**config.mk**
```make
export PLATFORM = sky130hd
export DESIGN_NAME = seg7_scan_capture
export DESIGN_NICKNAME = d
export VERILOG_FILES = /design/src/rtl/seg7_pkg.sv /design/src/rtl/seg7_rev_dec.sv /design/src/rtl/seg7_scan_capture.sv
export SDC_FILE = /design/constraint.sdc
export NUM_CORES = 1
export LEC_CHECK = 0
export ABC_AREA = 1
export CAP_MARGIN = 10
export CORE_MARGIN = 10
export CORE_UTILIZATION = 50
export CTS_CLUSTER_SIZE = 40
export DETAILED_ROUTE_END_ITERATION = 16
export GPL_ROUTABILITY_DRIVEN = 0
export MAX_ROUTING_LAYER = met4
export PLACE_DENSITY = 0.75
export SYNTH_ARGS = -nofsm -noshare
export SYNTH_HDL_FRONTEND = slang
export SYNTH_SLANG_ARGS = --single-unit
```
**constraint.sdc**
```tcl
create_clock -name i_clk -period 1.61 [get_ports i_clk]
set_input_delay 0.4025 -clock i_clk [delete_from_list [all_inputs] [get_ports i_clk]]
set_output_delay 0.4025 -clock i_clk [all_outputs]
set_load 0.1 [all_outputs]
```
**src/rtl/seg7_pkg.sv**
```systemverilog
// Shared definitions for the 7-segment scan capture block: glyph table,
// reverse lookup and the frame FSM state type.
package seg7_pkg;

    localparam logic [6:0] SEG_BLANK = 7'b1111111;

    // Active-low {g,f,e,d,c,b,a} glyphs for hex digits 0..F, index = nibble
    localparam logic [0:15][6:0] SEG_GLYPH = {
        7'b1000000, 7'b1111001, 7'b0100100, 7'b0110000,
        7'b0011001, 7'b0010010, 7'b0000010, 7'b1111000,
        7'b0000000, 7'b0011000, 7'b0001000, 7'b0000011,
        7'b1000110, 7'b0100001, 7'b0000110, 7'b0001110
    };

    typedef enum logic {
        ST_COLLECT,
        ST_FULL
    } state_t;

    function automatic logic [4:0] seg_to_nibble(input logic [6:0] seg);
        logic [4:0] res;
        logic [3:0] idx;
        res = {1'b1, 4'h0};
        for (int i = 0; i < 16; i++) begin
            idx = 4'(i);
            if (seg == SEG_GLYPH[idx]) begin
                res = {1'b0, idx};
            end
        end
        return res;
    endfunction

endpackage

```
**src/rtl/seg7_rev_dec.sv**
```systemverilog
// Combinational reverse decoder: active-low segment pattern to nibble,
// flagging any pattern that is not a hex glyph.
module seg7_rev_dec
    import seg7_pkg::*;
(
    input  logic [6:0] seg,
    output logic [3:0] nibble,
    output logic       err
);

    assign {err, nibble} = seg_to_nibble(seg);

endmodule

```
**src/rtl/seg7_scan_capture.sv**
```systemverilog
// Snoops a multiplexed 7-segment bus, accepts each digit once it has settled,
// and hands complete display words downstream on a valid/ready port.
module seg7_scan_capture
    import seg7_pkg::*;
#(
    parameter int N_DIGITS   = 4,
    parameter int STABLE_CYC = 4,
    parameter int AN_ACT_LOW = 1
) (
    input  logic                    i_clk,
    input  logic                    i_rst_n,
    input  logic [6:0]              i_seg,
    input  logic [N_DIGITS-1:0]     i_an,
    output logic [4*N_DIGITS-1:0]   o_dat,
    output logic [N_DIGITS-1:0]     o_err,
    output logic                    o_ovr,
    output logic                    o_valid,
    input  logic                    i_ready
);

    localparam int CW = $clog2(STABLE_CYC + 1);
    localparam logic [CW-1:0] CNT_MAX = CW'(STABLE_CYC);
    localparam logic [N_DIGITS-1:0] AN_IDLE = (AN_ACT_LOW != 0) ? '1 : '0;

    logic [6:0]                 seg_q, seg_p;
    logic [N_DIGITS-1:0]        an_q, an_p;
    logic [CW-1:0]              cnt, cnt_nxt;
    logic [N_DIGITS-1:0]        an_norm, acc_mask, seen, seen_acc;
    logic                       one_hot, same, accept;
    logic [3:0]                 dec_nib;
    logic                       dec_err;
    logic [N_DIGITS-1:0][3:0]   shadow_dat;
    logic [N_DIGITS-1:0]        shadow_err;
    logic                       ovr_pend;
    state_t                     state;

    assign an_norm  = (AN_ACT_LOW != 0) ? ~an_q : an_q;
    assign one_hot  = (an_norm != '0) && ((an_norm & (an_norm - N_DIGITS'(1))) == '0);
    assign same     = (seg_q == seg_p) && (an_q == an_p);
    assign accept   = one_hot && (cnt_nxt == CNT_MAX) && (cnt != CNT_MAX);
    assign acc_mask = accept ? an_norm : '0;
    assign seen_acc = seen | acc_mask;

    // Run length of the registered (seg, an) pair; an unselected or
    // ambiguous anode vector never counts as a stable digit.
    always_comb begin
        cnt_nxt = '0;
        if (!one_hot) begin
            cnt_nxt = '0;
        end else if (!same) begin
            cnt_nxt = CW'(1);
        end else if (cnt == CNT_MAX) begin
            cnt_nxt = cnt;
        end else begin
            cnt_nxt = cnt + CW'(1);
        end
    end

    seg7_rev_dec u_dec (
        .seg    (seg_q),
        .nibble (dec_nib),
        .err    (dec_err)
    );

    always_ff @(posedge i_clk or negedge i_rst_n) begin
        if (!i_rst_n) begin
            seg_q <= SEG_BLANK;
            seg_p <= SEG_BLANK;
            an_q  <= AN_IDLE;
            an_p  <= AN_IDLE;
            cnt   <= '0;
        end else begin
            seg_q <= i_seg;
            seg_p <= seg_q;
            an_q  <= i_an;
            an_p  <= an_q;
            cnt   <= cnt_nxt;
        end
    end

    // Accepted digits always land in the shadow; the FSM decides whether
    // that is a fresh frame, the pending one, or an overwrite while stalled.
    always_ff @(posedge i_clk or negedge i_rst_n) begin
        if (!i_rst_n) begin
            shadow_dat <= '0;
            shadow_err <= '0;
            seen       <= '0;
            ovr_pend   <= 1'b0;
            state      <= ST_COLLECT;
            o_dat      <= '0;
            o_err      <= '0;
            o_ovr      <= 1'b0;
            o_valid    <= 1'b0;
        end else begin
            for (int k = 0; k < N_DIGITS; k++) begin
                if (acc_mask[k]) begin
                    shadow_dat[k] <= dec_nib;
                    shadow_err[k] <= dec_err;
                end
            end
            case (state)
                ST_COLLECT: begin
                    seen <= seen_acc;
                    if (seen_acc == '1) begin
                        state <= ST_FULL;
                    end
                    if (o_valid && i_ready) begin
                        o_valid <= 1'b0;
                    end
                end
                ST_FULL: begin
                    if (!o_valid || i_ready) begin
                        o_dat    <= shadow_dat;
                        o_err    <= shadow_err;
                        o_ovr    <= ovr_pend;
                        o_valid  <= 1'b1;
                        seen     <= acc_mask;
                        ovr_pend <= 1'b0;
                        state    <= ST_COLLECT;
                    end else begin
                        ovr_pend <= ovr_pend | accept;
                    end
                end
                default: state <= ST_COLLECT;
            endcase
        end
    end

endmodule

```
==> After elaboration in Yosys (flattened, before gate mapping) <==
Cells that the tools add are included.
{ "op_classes": {"muxes": 29, "n_eq_ne": 23, "n_reduce_logical": 12, "bitwise_logic": 5, "addsub": 2} }
{ "op_table": {"columns": ["cell", "count"], "rows": [
  ["5-bit 2-to-1 mux", 16],
  ["7-bit == test (second input constant)", 4],
  ["7-bit by 5-bit == test with 1-bit output (second input constant)", 3],
  ["7-bit by 6-bit == test with 1-bit output (second input constant)", 3],
  ["7-bit by 2-bit == test with 1-bit output (second input constant)", 2],
  ["7-bit by 4-bit == test with 1-bit output (second input constant)", 2],
  ["3-bit 2-to-1 mux", 3],
  ["4-bit 2-to-1 mux", 2],
  ["4-bit case mux with 2 select lines", 1],
  ["7-bit by 3-bit == test with 1-bit output (second input constant)", 1],
  ["7-bit == test", 1],
  ["7-bit logical NOT", 1],
  ["3-bit == test (second input constant)", 2],
  ["1-bit logical AND", 5],
  ["1-bit 2-to-1 mux", 5],
  ["4-bit bitwise AND", 1],
  ["4-bit == test", 1],
  ["4-bit == test (second input constant)", 1],
  ["4-bit logical NOT", 1],
  ["4-bit NOT", 1],
  ["4-bit bitwise OR", 1],
  ["1-bit case mux with 2 select lines", 2],
  ["2-bit AND reduction", 2],
  ["4-bit nonzero test", 1],
  ["9 further kinds", 9]
]} }
{ "totals": {"output_inout_bits": 22, "reg_bits": 73, "inputBits": 14, "word_cells": 91} }

==> Logic depth before layout (Yosys ltp) <==
Gate-level depths: netlist (run 1).
{ "logic_depth": {"word_depth": 17, "ltp_mapped": 12} }

==> Cells and area by module <==
From an unflattened synthesis (run 1), not the netlist that was laid out.
{ "hier_totals": {"cells_unflattened": 364, "hier_area_um2": 3239.4} }
{ "by_module_without_submodules": {"columns": ["module", "seq_area_each_um2", "cells_each", "area_each_um2", "n_inst"], "rows": [
  ["seg7_scan_capture", 1854.3, 299, 2929.1, 1],
  ["seg7_rev_dec", 0.0, 65, 310.3, 1]
]} }

==> Least setup slack after synthesis (run 1) <==
No wires, ideal clock.
{ "synth_path": {"path_kind": "reg-to-reg", "startpoint": "register o_valid", "endpoint": "register o_dat[3]", "arrival_time_ns": 1.758, "slack_ns": -0.231, "n_path_buf": 1, "t_required_ns": 1.527, "stages_incl_launch_ff": 8, "cell_sequence": "dfrtp_1 inv_1 nor2_1 nor2_1 inv_1 clkbuf_1 nand2_1 o21ai_0"} }
{ "synth_via": {"elab_chain_len": 3} }
{ "synth_rtl": {"columns": ["element", "line", "text"], "rows": [
  ["start: declaration", "seg7_scan_capture.sv:17", "output logic o_valid,"],
  ["start signal: assignment", "seg7_scan_capture.sv:93", "o_valid <= 1'b0;"],
  ["start signal: assignment", "seg7_scan_capture.sv:108", "o_valid <= 1'b0;"],
  ["start signal: assignment", "seg7_scan_capture.sv:116", "o_valid <= 1'b1;"],
  ["1-bit logical NOT", "seg7_scan_capture.sv:112", "if (!o_valid || i_ready) begin"],
  ["1-bit logical OR", "seg7_scan_capture.sv:112", null],
  ["2-bit AND reduction (no line)", null, null],
  ["end signal: assignment", "seg7_scan_capture.sv:113", "o_dat <= shadow_dat;"],
  ["end: declaration", "seg7_scan_capture.sv:14", "output logic [4*N_DIGITS-1:0] o_dat,"]
]} }
Every way passes these cells.
A chain may end at the register's enable or synchronous reset.

==> Worst setup path after layout (run 1) <==
{ "layout_path": {"startpoint": "register seg_q[0]", "endpoint": "register state"} }
{ "layout_via": {"elab_chain_len": 12} }
{ "layout_rtl": {"columns": ["element", "line", "text"], "rows": [
  ["start: declaration", "seg7_scan_capture.sv:25", "logic [6:0] seg_q, seg_p;"],
  ["start signal: assignment", "seg7_scan_capture.sv:73", "seg_q <= i_seg;"],
  ["7-bit == test", "seg7_scan_capture.sv:39", "assign same = (seg_q == seg_p) && (an_q == an_p);"],
  ["1-bit logical AND", "seg7_scan_capture.sv:39", null],
  ["3-bit 2-to-1 mux", "seg7_scan_capture.sv:50", "end else if (!same) begin"],
  ["3-bit 2-to-1 mux", "seg7_scan_capture.sv:48", "if (!one_hot) begin"],
  ["via cnt_nxt[2]", "seg7_scan_capture.sv:27", "logic [CW-1:0] cnt, cnt_nxt;"],
  ["3-bit == test", "seg7_scan_capture.sv:40", "assign accept = one_hot && (cnt_nxt == CNT_MAX) && (cnt != CNT_MAX);"],
  ["1-bit logical AND (2 in a row)", "seg7_scan_capture.sv:40", null],
  ["4-bit 2-to-1 mux", "seg7_scan_capture.sv:41", "assign acc_mask = accept ? an_norm : '0;"],
  ["4-bit bitwise OR", "seg7_scan_capture.sv:42", "assign seen_acc = seen | acc_mask;"],
  ["4-bit == test", "seg7_scan_capture.sv:104", "if (seen_acc == '1) begin"],
  ["1-bit 2-to-1 mux", "seg7_scan_capture.sv:104", null],
  ["1-bit case mux with 2 select lines", "seg7_scan_capture.sv:101", "case (state)"],
  ["end signal: assignment", "seg7_scan_capture.sv:105", "state <= ST_FULL;"],
  ["end signal: assignment", "seg7_scan_capture.sv:119", "state <= ST_COLLECT;"],
  ["end signal: assignment", "seg7_scan_capture.sv:124", "default: state <= ST_COLLECT;"],
  ["end: declaration", "seg7_scan_capture.sv:35", "state_t state;"]
]} }
The timed path passes the listed nets, and every way through them passes these cells.

==> results of run 1 <==
## per-stage QoR
stage	setup TNS (ps)	instance area (µm²)	utilization	power [µW]
finish	-7880	4450	0.743	3970
global route	-11580	4450	0.743	4120
CTS	-6860	4280	0.715	3960
detailed placement	-6860	4040	0.675	2540
global placement	-5700	4040	0.675	2520
floorplan	-1200	3140	-	2270
## how the worst max path moves through the flow
stage                        from               to  slack, ps
2_1_floorplan  seg_q[4]$_DFF_PN1_  state$_DFF_PN0_        -90
5_1_grt        seg_q[0]$_DFF_PN1_  state$_DFF_PN0_       -510
4_1_cts        seg_q[5]$_DFF_PN1_  state$_DFF_PN0_       -340
3_3_place_gp   seg_q[4]$_DFF_PN1_  state$_DFF_PN0_       -280
3_5_place_dp   seg_q[5]$_DFF_PN1_  state$_DFF_PN0_       -330
6_report       seg_q[0]$_DFF_PN1_  state$_DFF_PN0_       -390
## flip-flops by register name, indices dropped and copies added, names as in the netlist
name / cells
cnt: 3
seg_q: 7
seen: 4
an_p: 4
shadow_dat: 16
o_valid: 1
shadow_err: 4
ovr_pend: 1
o_ovr: 1
o_err: 4
o_dat: 16
seg_p: 7
state: 1
an_q: 4
## metal layers
metal	vias up	global-route usage	part of all wire
li1	1235	-	-
met1	1232	0.162	0.42
met2	60	0.228	0.50
met3	14	0.0484	0.056
met4	0	0.0595	0.017
met5	-	-	0
## layout make-up
class | instances | area (µm²)
fillers | 387 | 1540
well taps | 75 | 93.8
multi-input cells | 206 | 1190
repair buffers | 72 | 892
clock inverters | 5 | 55.1
inverters | 57 | 221
flip-flops and latches | 73 | 1860
clock buffers | 11 | 141
## cells by family (layout without fill, tap and decap cells)
group | Yosys count | after routing
flops | 73 | 73
fa+ha+maj | 2 | 2
xor+xnor | 5 | 5
compound gates | 44 | 44
buf+inv | 61 | 145
simple gates | 155 | 155
## repair_timing
| action | 4_1_cts | 5_1_grt |
|---|---|---|
| buffers inserted | 2 | 6 |
| pin swaps | 7 | 19 |
| endpoints found under the setup margin | 27 | 29 |
| resized for setup | 12 | 35 |
## power groups by stage
stage	sequential, µW	clock, µW	combinational (µW)
6_report	1970	1430	571
2_1_floorplan	2140	0	136
4_1_cts	1970	1450	547
3_3_place_gp	2000	0	528
3_5_place_dp	2000	0	540
5_1_grt	1980	1530	616
## worst max-delay path, cell delays in order, from the launching register on
cell	delay, ps
sky130_fd_sc_hd__dfstp_2	570
sky130_fd_sc_hd__inv_2	50
sky130_fd_sc_hd__nand2_1	50
sky130_fd_sc_hd__nand2_1	60
sky130_fd_sc_hd__nor2_2	130
sky130_fd_sc_hd__nand2_2	80
sky130_fd_sc_hd__nor2_4	150
sky130_fd_sc_hd__nand3_4	110
sky130_fd_sc_hd__nor2_8	200
sky130_fd_sc_hd__nand4_4	190
sky130_fd_sc_hd__nand2_2	110
sky130_fd_sc_hd__nand3_2	80
sky130_fd_sc_hd__o21bai_2	140
## placed cells by master, fill, tap and decap left out, drive strengths merged
master	count
nand2	108
buf	60
inv	57
dfrtp	51
o21ai	35
dfstp	22
nor2	17
clkdlybuf4s50	12
nand4	12
clkbuf	11
nor3	7
nand3	6
o22ai	4
nor4	4
xnor2	3
a21oi	3
xor2	2
ha	2
clkinvlp	2
clkinv	2
a22oi	1
o21bai	1
nor4b	1
bufinv	1
==> flow_metrics.tcl, run 1 <==
set metrics [dict create \
    vdd_drop_max_mv 0.710 \
    worst-path-max-fanout 6 \
    yosysSeqAreaShare 0.591 \
    ctsHtreeMaxLevel 3 \
    detail_route.first_pass.iterations 4 \
    flow.area_growth_from_synthesis_pct 41.8 \
    internal-power_uw 2890 \
    vias_per_cell 5.09 \
    antenna_cells_inserted 0 \
    die_w_um 99.2 \
    total_switching_power_uw 1070 \
    synth_compound_gate_area_share 0.0789 \
    share_of_total_power_consumed_by_net_switching 0.270 \
    worst-r2r-cell-count 12 \
    clkSlewWorstSetupHoldPaths_ps 80 \
    dp_hpwl_um 4630 \
    synth_xor_area_frac 0.0139 \
    drv_slew 0 \
    power.share.clock 0.360 \
    placedCellCount 475 \
    placement.setup.worst_slack_ps -329 \
    rsz0062_at_grt "true" \
    drc 0 \
    yosys-mux-area-fraction 0 \
    library_cell_occupying_the_most_area_in_the_post_synthesis_netlist "sky130_fd_sc_hd__dfrtp_1" \
    hp-class "in2async" \
    min_period_over_period 1.24 \
    run_status "finished with violations" \
    violations "setup timing" \
    worst_skew_pair.late_latency_ps 340 \
    worst_setup_path_end_kind "flip-flop" \
    max_freq_mhz 501 \
    groute.usage.overall 0.143 \
    fin_worst_hold_slack_ps 78.8 \
    pin_count_of_the_biggest_net_entering_global_routing 74 \
    finalHoldViolCount 0 \
    grt-ovfl-total 0 \
    syn-num-nets 356 \
    ys_top_cells_by_count "sky130_fd_sc_hd__nand2_1, sky130_fd_sc_hd__dfrtp_1, sky130_fd_sc_hd__inv_1" \
    crit_required_ps 1880 \
    core_mm2 0.00599 \
    worst-slew-pin-transition_ps 439 \
    dominant_combinational_cell_family_by_area_after_synthesis "simple AND/OR/NAND/NOR gates" \
    worst_ep_arrival_time_ps 2270 \
    timing.critical_path.from_type "flip-flop" \
    asyncSetResetFlopFracSynth 1.00 \
    power.density_mw_per_mm2 891 \
    timing.max_cap.violations 0 \
    synth-adder-area-share 0.00797 \
    ys.flop_type "sky130_fd_sc_hd__dfrtp_1" \
    wire_length_of_the_first_global_routing_pass_um 11400 \
    cts_num_sinks 73 \
    via_count 2541 \
    cts_root_buffer "sky130_fd_sc_hd__clkbuf_8" \
    post_synth.cell_area_avg_um2 9.23 \
    finalWorstSetupSlack_ps -386 \
    wirelength_um 6730 \
    worst-setup-path-type "reg2reg" \
    cts_max_path_buffers 2 \
    num-nets-final 435 \
    synth_simple_gate_area_frac 0.236 \
    synth.top_cell.area_share 0.407 \
    number_of_buffers_added_to_fix_hold_violations_after_cts 0 \
    syn-cell-area_mm2 0.00314 \
    vias_in_the_first_global_route 2511 \
    ff_to_ff_setup_slack_ps -390 \
    power_frac_seq 0.496 \
    slew-limit-headroom 0.706 \
    static-leakage-power_uw 0.00219 \
    fin_skew_ps 6.79 \
    synth.lib_cells_used.distinct 26 \
    netlist_instances 340 \
    die_h_um 99.2 \
    drt_first_iter_violations 117 \
    layout-drive-gt1-share 0.361 \
    yosysWarningCount 0 \
    ys_seq_elements 73 \
    die-area_mm2 0.00985 \
    synth_enable_flop_cells 0 \
    tritoncts.num_buffers 9 \
    route.detailed.wl_per_inst_um 13.5 \
    fp-row-count 28 \
    crit-reg2reg-capture "state$_DFF_PN0_" \
    yosys.cell_count.top_type "sky130_fd_sc_hd__nand2_1" \
    antenna_violating_nets_post_route 0 \
    grt_antenna_before_repair 0 \
    final_cell_count_no_fill 499 \
    synth.top_cells.by_area "sky130_fd_sc_hd__dfrtp_1, sky130_fd_sc_hd__dfstp_2, sky130_fd_sc_hd__nand2_1" \
    pin_count 36 \
    initial_core_util 0.524 \
    clock_tree_from_tritoncts "done" \
    buffer_ports.inserted 35 \
    power_frac_comb 0.144 \
    finalWorstPathRequiredPeriod_ps 2000 \
    report.final.setup_viol 28 \
    worst_r2r_startpoint "seg_q[0]$_DFF_PN1_" \
]
(Power assumes the default switching activity.)
==> run 2, diff against run 1 <==
CORE_ASPECT_RATIO = 1.25   (was not set)
==> run 2 against run 1 <==
Compared with the run above: the run still ends with setup timing left; sequential share of layout area is 0.082 points higher; design area decreased by 0.20%; clock power fell by 5%; clock skew hardly changed; cell count grew 1.8%; sequential power about the same; combinational power barely moved; hold slack worse by 2.3 ps; fmax grew 4.5%; critical path type unchanged; critical endpoint unchanged; largest power group unchanged; highest routed layer unchanged.
==> flow_metrics.tcl, run 2 (synthesized netlist as in run 1, its figures left out) <==
set metrics [dict create \
    finalHoldViolCount 0 \
    pin_count_of_the_biggest_net_entering_global_routing 74 \
    drv_slew 0 \
    drc 0 \
    cts_max_path_buffers 2 \
    finalWorstPathRequiredPeriod_ps 1910 \
    top_regs "o_dat (16), shadow_dat (16)" \
    cts_root_buffer "sky130_fd_sc_hd__clkbuf_8" \
    pin_count 36 \
    initial_core_util 0.512 \
    die_h_um 109 \
    clkSlewWorstSetupHoldPaths_ps 70 \
    grt_antenna_before_repair 0 \
    dpl_cell_area_mm2 0.00406 \
    timing.critical_path.from_type "flip-flop" \
    worst_ep_arrival_time_ps 2180 \
    route.detailed.wl_per_inst_um 13.2 \
    worst_setup_path_end_kind "flip-flop" \
    layout-drive-gt1-share 0.366 \
    power.density_mw_per_mm2 878 \
    hp-class "in2async" \
    buffer_ports.inserted 35 \
    ctsHtreeMaxLevel 3 \
    core_mm2 0.00613 \
    min_period_over_period 1.19 \
    wire_length_of_the_first_global_routing_pass_um 11400 \
    num-nets-final 434 \
    max_freq_mhz 523 \
    static-leakage-power_uw 0.00219 \
    drt_first_iter_violations 168 \
    grt-ovfl-total 0 \
    detail_route.first_pass.iterations 4 \
    final_cell_count_no_fill 508 \
    timing.max_cap.violations 0 \
    clock_tree_from_tritoncts "done" \
    post-layout-total-power_uw 3900 \
    antenna_cells_inserted 0 \
    worst-slew-pin-transition_ps 430 \
    vdd_drop_max_mv 0.821 \
    crit_required_ps 1880 \
    violations "setup timing" \
    run_status "finished with violations" \
    layout.cells.most_common_list "sky130_fd_sc_hd__nand2_1, sky130_fd_sc_hd__dfrtp_1, sky130_fd_sc_hd__inv_1" \
    fp-row-count 32 \
    fin_skew_ps 7.17 \
    dp_hpwl_um 4700 \
    worst_skew_pair.late_latency_ps 340 \
    groute.usage.overall 0.145 \
    placedCellCount 486 \
    slew-limit-headroom 0.713 \
    wirelength_um 6710 \
    timing.setup.tns_ps -6280 \
    die_w_um 90.9 \
    worst-setup-path-type "reg2reg" \
    final_design_area_no_fill_mm2 0.00444 \
    fin_worst_hold_slack_ps 76.5 \
    via_count 2502 \
    cts_num_sinks 73 \
    vias_per_cell 4.93 \
    rsz0062_at_grt "true" \
    flow.area_growth_from_synthesis_pct 41.5 \
    tritoncts.num_buffers 9 \
    commonest_non_fill_non_tap_cell_in_the_layout "sky130_fd_sc_hd__nand2_1" \
    report.final.setup_viol 26 \
    die-area_mm2 0.00987 \
    finalWorstSetupSlack_ps -301 \
    worst-path-max-fanout 7 \
    vias_in_the_first_global_route 2616 \
    antenna_violating_nets_post_route 0 \
]
run 2: changes by cell type in the layout (fill, tap and decap cells not counted), sizes merged:
cell	change
inv	-1
clkinvlp	-1
buf	-1
clkinv	+2
run 2: metal layers:
layer | GRT usage | wire [µm] | vias to the layer above
met4 | 0.0841 | 116 | 0
met1 | 0.153 | 2740 | 1203
met3 | 0.0277 | 206 | 8
met5 | - | 0 | -
met2 | 0.252 | 3650 | 59
li1 | - | - | 1232
run 2: area by class of cell:
cell class | instances | area [µm²]
fill | 433 | 1680
timing repair buffer | 71 | 873
multi-input combinational | 206 | 1190
sequential | 73 | 1860
tap | 85 | 106
clock inverter | 5 | 56.3
inverter | 57 | 226
clock buffer | 11 | 131
run 2: power breakdown:
part	switching [µW]	total [µW]	internal [µW]
registers	49.5	1970	1920
logic	346	572	226
clock network	650	1360	714
run 2: worst max-delay path: stages (launching register included):
cell,delay (ps)
sky130_fd_sc_hd__dfstp_2,550
sky130_fd_sc_hd__inv_2,40
sky130_fd_sc_hd__nand2_1,40
sky130_fd_sc_hd__nand2_1,50
sky130_fd_sc_hd__nor2_2,130
sky130_fd_sc_hd__nand2_1,80
sky130_fd_sc_hd__nor2_2,110
sky130_fd_sc_hd__nand3_2,140
sky130_fd_sc_hd__nor2_8,210
sky130_fd_sc_hd__nand4_4,190
sky130_fd_sc_hd__nand2_2,110
sky130_fd_sc_hd__nand3_2,80
sky130_fd_sc_hd__o21bai_2,100
run 2: timing repair:
action                     CTS  global route
setup endpoints to repair   27            27
gates resized for setup     22            25
hold buffers                 0             0
buffers inserted             4             2
pin swaps                   13            12
run 2: stage by stage:
step           utilization  worst slack [ps]
2_1_floorplan            -             -94.7
3_3_place_gp         0.663              -258
3_5_place_dp         0.663              -326
4_1_cts              0.708              -345
5_1_grt              0.725              -471
6_report             0.725              -301
run 2: path summary, 6_finish.rpt:
| kind | from | end | slack [ps] | cells past startpoint |
|---|---|---|---|---|
| max in group asynchronous | i_rst_n | seg_p[4]$_DFF_PN1_ | 1210 | 2 |
| hold reg to reg | an_q[1]$_DFF_PN1_ | an_p[1]$_DFF_PN1_ | 390 | 0 |
| min in group i_clk | an_q[1]$_DFF_PN1_ | an_p[1]$_DFF_PN1_ | 390 | 0 |
| setup / recovery | seg_q[4]$_DFF_PN1_ | state$_DFF_PN0_ | -300 | 12 |
| setup reg to reg | seg_q[4]$_DFF_PN1_ | state$_DFF_PN0_ | -300 | 12 |
| hold / removal | i_rst_n | o_dat[5]$_DFFE_PN0P_ | 80 | 2 |
